**src/rtl/alu_share_arbiter.sv**
```systemverilog
// alu_share_arbiter: round-robin sharing of one combinational ALU between two requesters; define ALU_SHARE_ARBITER_PERF_EN for perf counters
module alu_share_arbiter #(
  parameter int TAG_W = 4,
  parameter logic [5:0] MAX_ALUC = 6'b110101
) (
  input  logic             clk,
  input  logic             rst_n,
  input  logic             req0_valid,
  output logic             req0_ready,
  input  logic [5:0]       req0_aluc,
  input  logic [31:0]      req0_a,
  input  logic [31:0]      req0_b,
  input  logic [TAG_W-1:0] req0_tag,
  input  logic             req1_valid,
  output logic             req1_ready,
  input  logic [5:0]       req1_aluc,
  input  logic [31:0]      req1_a,
  input  logic [31:0]      req1_b,
  input  logic [TAG_W-1:0] req1_tag,
  output logic [5:0]       alu_aluc,
  output logic [31:0]      alu_a,
  output logic [31:0]      alu_b,
  input  logic [31:0]      alu_r,
  input  logic             alu_zero,
  input  logic             alu_carry,
  input  logic             alu_negative,
  input  logic             alu_overflow,
  output logic             rsp_valid,
  input  logic             rsp_ready,
  output logic             rsp_port,
  output logic [TAG_W-1:0] rsp_tag,
  output logic [31:0]      rsp_r,
  output logic [3:0]       rsp_flags,
  output logic             rsp_err
`ifdef ALU_SHARE_ARBITER_PERF_EN
  ,
  input  logic             perf_clr,
  output logic [31:0]      perf_grant0,
  output logic [31:0]      perf_grant1,
  output logic [31:0]      perf_stall
`endif
);
  typedef enum logic [1:0] {IDLE, EXEC, RESP} state_t;
  state_t r_state, w_next;
  logic r_last_grant;
  logic w_gnt0, w_gnt1, w_acc, w_port, w_illegal;
  logic [5:0] w_aluc;
  logic [31:0] w_a, w_b;
  logic [TAG_W-1:0] w_tag;
  assign w_gnt0 = req0_valid && (!req1_valid || r_last_grant);
  assign w_gnt1 = req1_valid && (!req0_valid || !r_last_grant);
  assign req0_ready = rst_n && r_state == IDLE && w_gnt0;
  assign req1_ready = rst_n && r_state == IDLE && w_gnt1;
  assign w_acc = req0_ready || req1_ready;
  assign w_port = req1_ready;
  assign w_aluc = w_port ? req1_aluc : req0_aluc;
  assign w_a = w_port ? req1_a : req0_a;
  assign w_b = w_port ? req1_b : req0_b;
  assign w_tag = w_port ? req1_tag : req0_tag;
  assign w_illegal = w_aluc > MAX_ALUC;
  assign rsp_valid = r_state == RESP;
  // State register
  always_ff @(posedge clk) begin
    if (!rst_n) r_state <= IDLE;
    else r_state <= w_next;
  end
  // Next state: illegal opcodes skip the ALU cycle and answer directly
  always_comb begin
    w_next = r_state;
    case (r_state)
      IDLE: w_next = w_acc ? (w_illegal ? RESP : EXEC) : IDLE;
      EXEC: w_next = RESP;
      RESP: w_next = rsp_ready ? IDLE : RESP;
      default: w_next = IDLE;
    endcase
  end
  // Operand issue on accept, result capture in EXEC; alu_* hold between ops
  always_ff @(posedge clk) begin
    if (!rst_n) begin
      r_last_grant <= 1'b1;
      alu_aluc <= '0;
      alu_a <= '0;
      alu_b <= '0;
      rsp_port <= 1'b0;
      rsp_tag <= '0;
      rsp_r <= '0;
      rsp_flags <= '0;
      rsp_err <= 1'b0;
    end else begin
      if (w_acc) begin
        r_last_grant <= w_port;
        rsp_port <= w_port;
        rsp_tag <= w_tag;
        if (w_illegal) begin
          rsp_r <= '0;
          rsp_flags <= '0;
          rsp_err <= 1'b1;
        end else begin
          alu_aluc <= w_aluc;
          alu_a <= w_a;
          alu_b <= w_b;
        end
      end
      if (r_state == EXEC) begin
        rsp_r <= alu_r;
        rsp_flags <= {alu_overflow, alu_negative, alu_carry, alu_zero};
        rsp_err <= 1'b0;
      end
    end
  end
`ifdef ALU_SHARE_ARBITER_PERF_EN
  // Accept counts per port and backpressure stall cycles; clear wins over increment
  always_ff @(posedge clk) begin
    if (!rst_n || perf_clr) begin
      perf_grant0 <= '0;
      perf_grant1 <= '0;
      perf_stall <= '0;
    end else begin
      if (req0_ready) perf_grant0 <= perf_grant0 + 32'd1;
      if (req1_ready) perf_grant1 <= perf_grant1 + 32'd1;
      if (rsp_valid && !rsp_ready) perf_stall <= perf_stall + 32'd1;
    end
  end
`endif
endmodule

```
**config.mk**
```make
export PLATFORM = sky130hd
export DESIGN_NAME = alu_share_arbiter
export DESIGN_NICKNAME = d
export VERILOG_FILES = /design/src/rtl/alu_share_arbiter.sv
export SDC_FILE = /design/constraint.sdc
export NUM_CORES = 1
export LEC_CHECK = 0
export BUFFER_PORTS_ARGS = -buffer_cell sky130_fd_sc_hd__buf_2
export CAP_MARGIN = 20
export CORE_MARGIN = 2
export CORE_UTILIZATION = 37
export DETAILED_ROUTE_END_ITERATION = 6
export PLACE_DENSITY = 0.7
export SYNTH_ARGS = -nofsm -noshare
export SYNTH_HDL_FRONTEND = slang
export SYNTH_SLANG_ARGS = --single-unit
```
**constraint.sdc**
```tcl
create_clock -name clk -period 5.3 [get_ports clk]
set_clock_uncertainty 0.2 [all_clocks]
set_input_delay 1.06 -clock clk [delete_from_list [all_inputs] [get_ports clk]]
set_output_delay 1.06 -clock clk [all_outputs]
set_load 0.05 [all_outputs]
```
=== Word level (Yosys, flattened, before mapping) ===
Cells that the tools add are included.

* Register bits after elaboration: 115
* Bits of input ports: 189
* Output and inout bits: 115
* Logic and storage cells: 47

* Order comparisons: 1
* Equal/unequal tests: 2
* Mux-type cells: 14
* Bitwise gates (word level): 2
* Reductions and logical operators: 18

{| class="wikitable"
|+ Operator list
! kind !! number
|-
| $mux W32 || 5
|-
| $mux W4 || 4
|-
| $gt A6 B6 Y1 const B || 1
|-
| $mux W2 || 3
|-
| $mux W6 || 1
|-
| $pmux W2 S3 || 1
|-
| $reduce_and A2 Y1 || 3
|-
| $logic_and A1 B1 Y1 || 5
|-
| $reduce_bool A2 Y1 || 2
|-
| $logic_not A1 Y1 || 3
|-
| $logic_or A1 B1 Y1 || 3
|-
| $eq A2 B1 Y1 const B || 1
|-
| $eq A2 B2 Y1 const B || 1
|-
| $logic_not A2 Y1 || 1
|-
| $not A1 Y1 || 2
|-
| $reduce_or A2 Y1 || 1
|}

=== Depth between registers and ports, before layout ===
* Depth in word-level cells: 9
* Mapped depth: 8
* Gate-level depth less buffers: 5

=== Least setup slack after synthesis ===
OpenSTA, ideal clock, no wires.

* Kind: input-to-output
* From: in rst_n
* To: out req1_ready
* Data arrival time: 2.005 ns
* Required time: 4.040 ns
* Path slack: 2.035 ns
* Stages: 5
* Buffers on the path: 2
* Path through: buf_6 -> nor3b_4 -> nand2_2 -> inv_4 -> buf_2

* Cells in the longest elaborated chain, start to end: 2

{| class="wikitable"
|+ RTL lines
! element !! line !! source
|-
| start: declaration || 7 || <nowiki>input logic rst_n,</nowiki>
|-
| $logic_and A1 B1 Y1 (2 in a row) || 53 || <nowiki>assign req1_ready = rst_n && r_state == IDLE && w_gnt1;</nowiki>
|-
| end: declaration || 15 || <nowiki>output logic req1_ready,</nowiki>
|}

Every way passes these cells.

=== Worst setup path in the final report ===
* From: in rst_n
* To: out req0_ready

* Cells in the longest elaborated chain, start to end: 2

{| class="wikitable"
|+ RTL lines
! element !! line !! source
|-
| $logic_and A1 B1 Y1 (2 in a row) || 52 || <nowiki>assign req0_ready = rst_n && r_state == IDLE && w_gnt0;</nowiki>
|-
| end: declaration || 9 || <nowiki>output logic req0_ready,</nowiki>
|}

Every way passes these cells.

==> metrics <==
Max Clock Freq 0.282 GHz; number of detailed-route iterations in the first pass 5; clk_lat worst skew 0.40 ns; RSZ-0062 raised after global routing no; switching pwr 1.07 mW; CORE AREA 13,800 sq um; routed wire length per instance 16.1 um; sw frac 36.5%; CTS tree done; die width 122 um; Pwr Density 406 nW/um^2; commonest non-fill, non-tap cells in the layout 303 x buf_2, 148 x nand2_1, 115 x dfxtp_1; drt initial violations 322; worst endpoint required time 4.04 ns; Clock power frac 37.3%; max-slew violation count 0; Final Critical Period 3.54 ns; Post-CTS Resized 0; GRT Residual Overflow 0; HPWL Detailed 10,700 um; Clock Tree Buf Depth 2; CTS root buffer clkbuf_16; status finished clean; worst vdd ir 216 uV; arrival time worst endpoint 2.28 ns; first-pass GRT wire length 24,000 um; Ports 304; crit end category output port; class of the worst hold path reg -> reg; Residual DRC 0; leading cell type in the layout, fill and taps excluded buf_2; cts bufs inserted 17; final setup violation count 0; P_int 1.86 mW; Seq/Total Area, Yosys 44.5%; initial antenna violation count 2; gr usage total 20.5%; vias per inst 5.08; Leak 3.32 nW; DRT Wirelength 16,000 um; CP Class in -> out; setup_tns 0 ns; Final Hold Viols 0; number of port buffers 303; Area Growth Syn to Fin 39.6%; Flop pwr share 34.3%; largest net degree at the start of global routing 81; vias 5,075; # H-tree levels 4; worst slew pin tran 0.862 ns; Nets 993; syn_area_per_cell 9.84 sq um; Clk pin slew, worst setup/hold paths 0.06 ns; Filler Cell Count 1,325; Post-Synthesis Cell Area 5170 sq um; ratio of cells with drive above 1 in the final layout 52.0%; Max transition margin 42.5%; Reg area 2300 sq um; yosys synthesis warning count 0; CP Launch Type input port; Final period util 66.8%; CTS sink count 115; Post-Synthesis Cells 526; number of distinct library cells after synthesis 31; Syn Nets 715; cts hold-fix bufs 0; Final Wtd Congestion 0.797; Design Power 2.93 mW; Critical Path Fanout Max 8; Starting Density 37.6%; Post-CTS Setup Inserts 0; Die Height 122 um; Rows 43; ANT nets after route 0; max_cap viols 0; vias in the first global route 4,737; area occupied by multi-input gates 2510 sq um; FF+latch count, synth 115; Die Area 14,900 sq um; combinational power share 28.4%
[power groups by stage]
| stage | sequential, mW | clock, mW | combinational (mW) |
|---|---|---|---|
| floorplan | 1.33 | 0 | 0.330 |
| global placement | 1.02 | 0 | 0.833 |
| detailed placement | 1.02 | 0 | 0.838 |
| CTS | 1.00 | 1.12 | 0.840 |
| global route | 1.02 | 1.17 | 0.884 |
| finish | 1.00 | 1.09 | 0.834 |
[kinds of logic (layout without fill, tap and decap cells)]
kind of cell	count (synthesis)	after routing	synth area share, %
DFF	115	115	44.5
AOI/OAI and AO/OA	122	122	29.0
buffers and inverters	56	347	7.11
and+or+nand+nor	233	233	19.4
other	0	2	0
[registers in the layout (all words and copies together) (netlist names)]
name and cells:
alu_a 32, alu_b 32, rsp_r 32, alu_aluc 6
rsp_flags 4, rsp_tag 4, r_state 2, r_last_grant 1
rsp_err 1, rsp_port 1
[path summary, 6_finish.rpt]
| check | start | endpoint | slack [ns] | cells past startpoint |
|---|---|---|---|---|
| hold / removal | alu_aluc[5] | alu_aluc[5] | 0.26 | 1 |
| setup / recovery | rst_n | req0_ready | 1.76 | 5 |
| setup reg to reg | r_state[1] | rsp_r[22] | 2.88 | 7 |
| hold reg to reg | alu_aluc[5] | alu_aluc[5] | 0.26 | 1 |
[final cells by class]
type,count,area share [%]
Inverter,3,0.243
Clock inverter,15,2.06
Antenna cell,2,0.0693
Sequential cell,115,31.9
Timing Repair Buffer,312,21.9
Tap cell,180,3.12
Clock buffer,17,5.89
Multi-Input combinational cell,355,34.8
[Yosys cell counts]
cell      count  area (sq um)
a21boi_0      1          7.51
a21oi_1       2          10.0
a221oi_4      1          26.3
a22o_1       37           324
a311oi_1      5          43.8
a311oi_2     67          1010
buf_2        14          70.1
buf_4         4          30.0
buf_6        16           180
clkbuf_1     19          71.3
dfxtp_1     115          2300
inv_2         1          3.75
inv_4         2          12.5
nand2_1     148           556
nand2_2       1          6.26
nand2b_1      2          12.5
nand3_1       1          5.00
nand3_2       1          10.0
nor2_1        6          22.5
nor2b_1       3          18.8
nor3_1       68           340
nor3b_1       1          7.51
nor3b_4       1          18.8
o2111a_1      1          11.3
o211a_1       1          10.0
o21a_1        2          15.0
o21ai_0       1          5.00
o21ba_2       1          10.0
o221a_2       2          22.5
o31a_1        1          8.76
or2_1         1          6.26
[worst max-delay path: stages]
cell	delay [ns]
buf_2	0.17
nor3b_4	0.30
nand3_2	0.26
inv_4	0.20
buf_2	0.29
[routing by layer]
layer | share of wire [%] | wire (um) | global-route usage (%)
met1 | 40 | 6440 | 23.6
met2 | 51 | 8110 | 35.5
met3 | 7.8 | 1250 | 7.43
met4 | 1.5 | 246 | 6.39
met5 | 0 | 0 | 0
[metrics by stage]
| stage | hold slack [ns] | instances | worst slack, ns | cell area, sq um | util [%] |
|---|---|---|---|---|---|
| 4_1_cts | 0.267 | 997 | 1.76 | 7220 | 52.4 |
| 3_3_place_gp | 0.244 | 965 | 1.81 | 6640 | 48.2 |
| 3_5_place_dp | 0.253 | 965 | 1.76 | 6640 | 48.2 |
| 5_1_grt | 0.277 | 998 | 1.66 | 7220 | 52.4 |
| 2_1_floorplan | 0.247 | 526 | 2.03 | 5170 | - |
| 6_report | 0.264 | 999 | 1.76 | 7220 | 52.4 |
No activity file was read; power rests on OpenSTA's default activity.
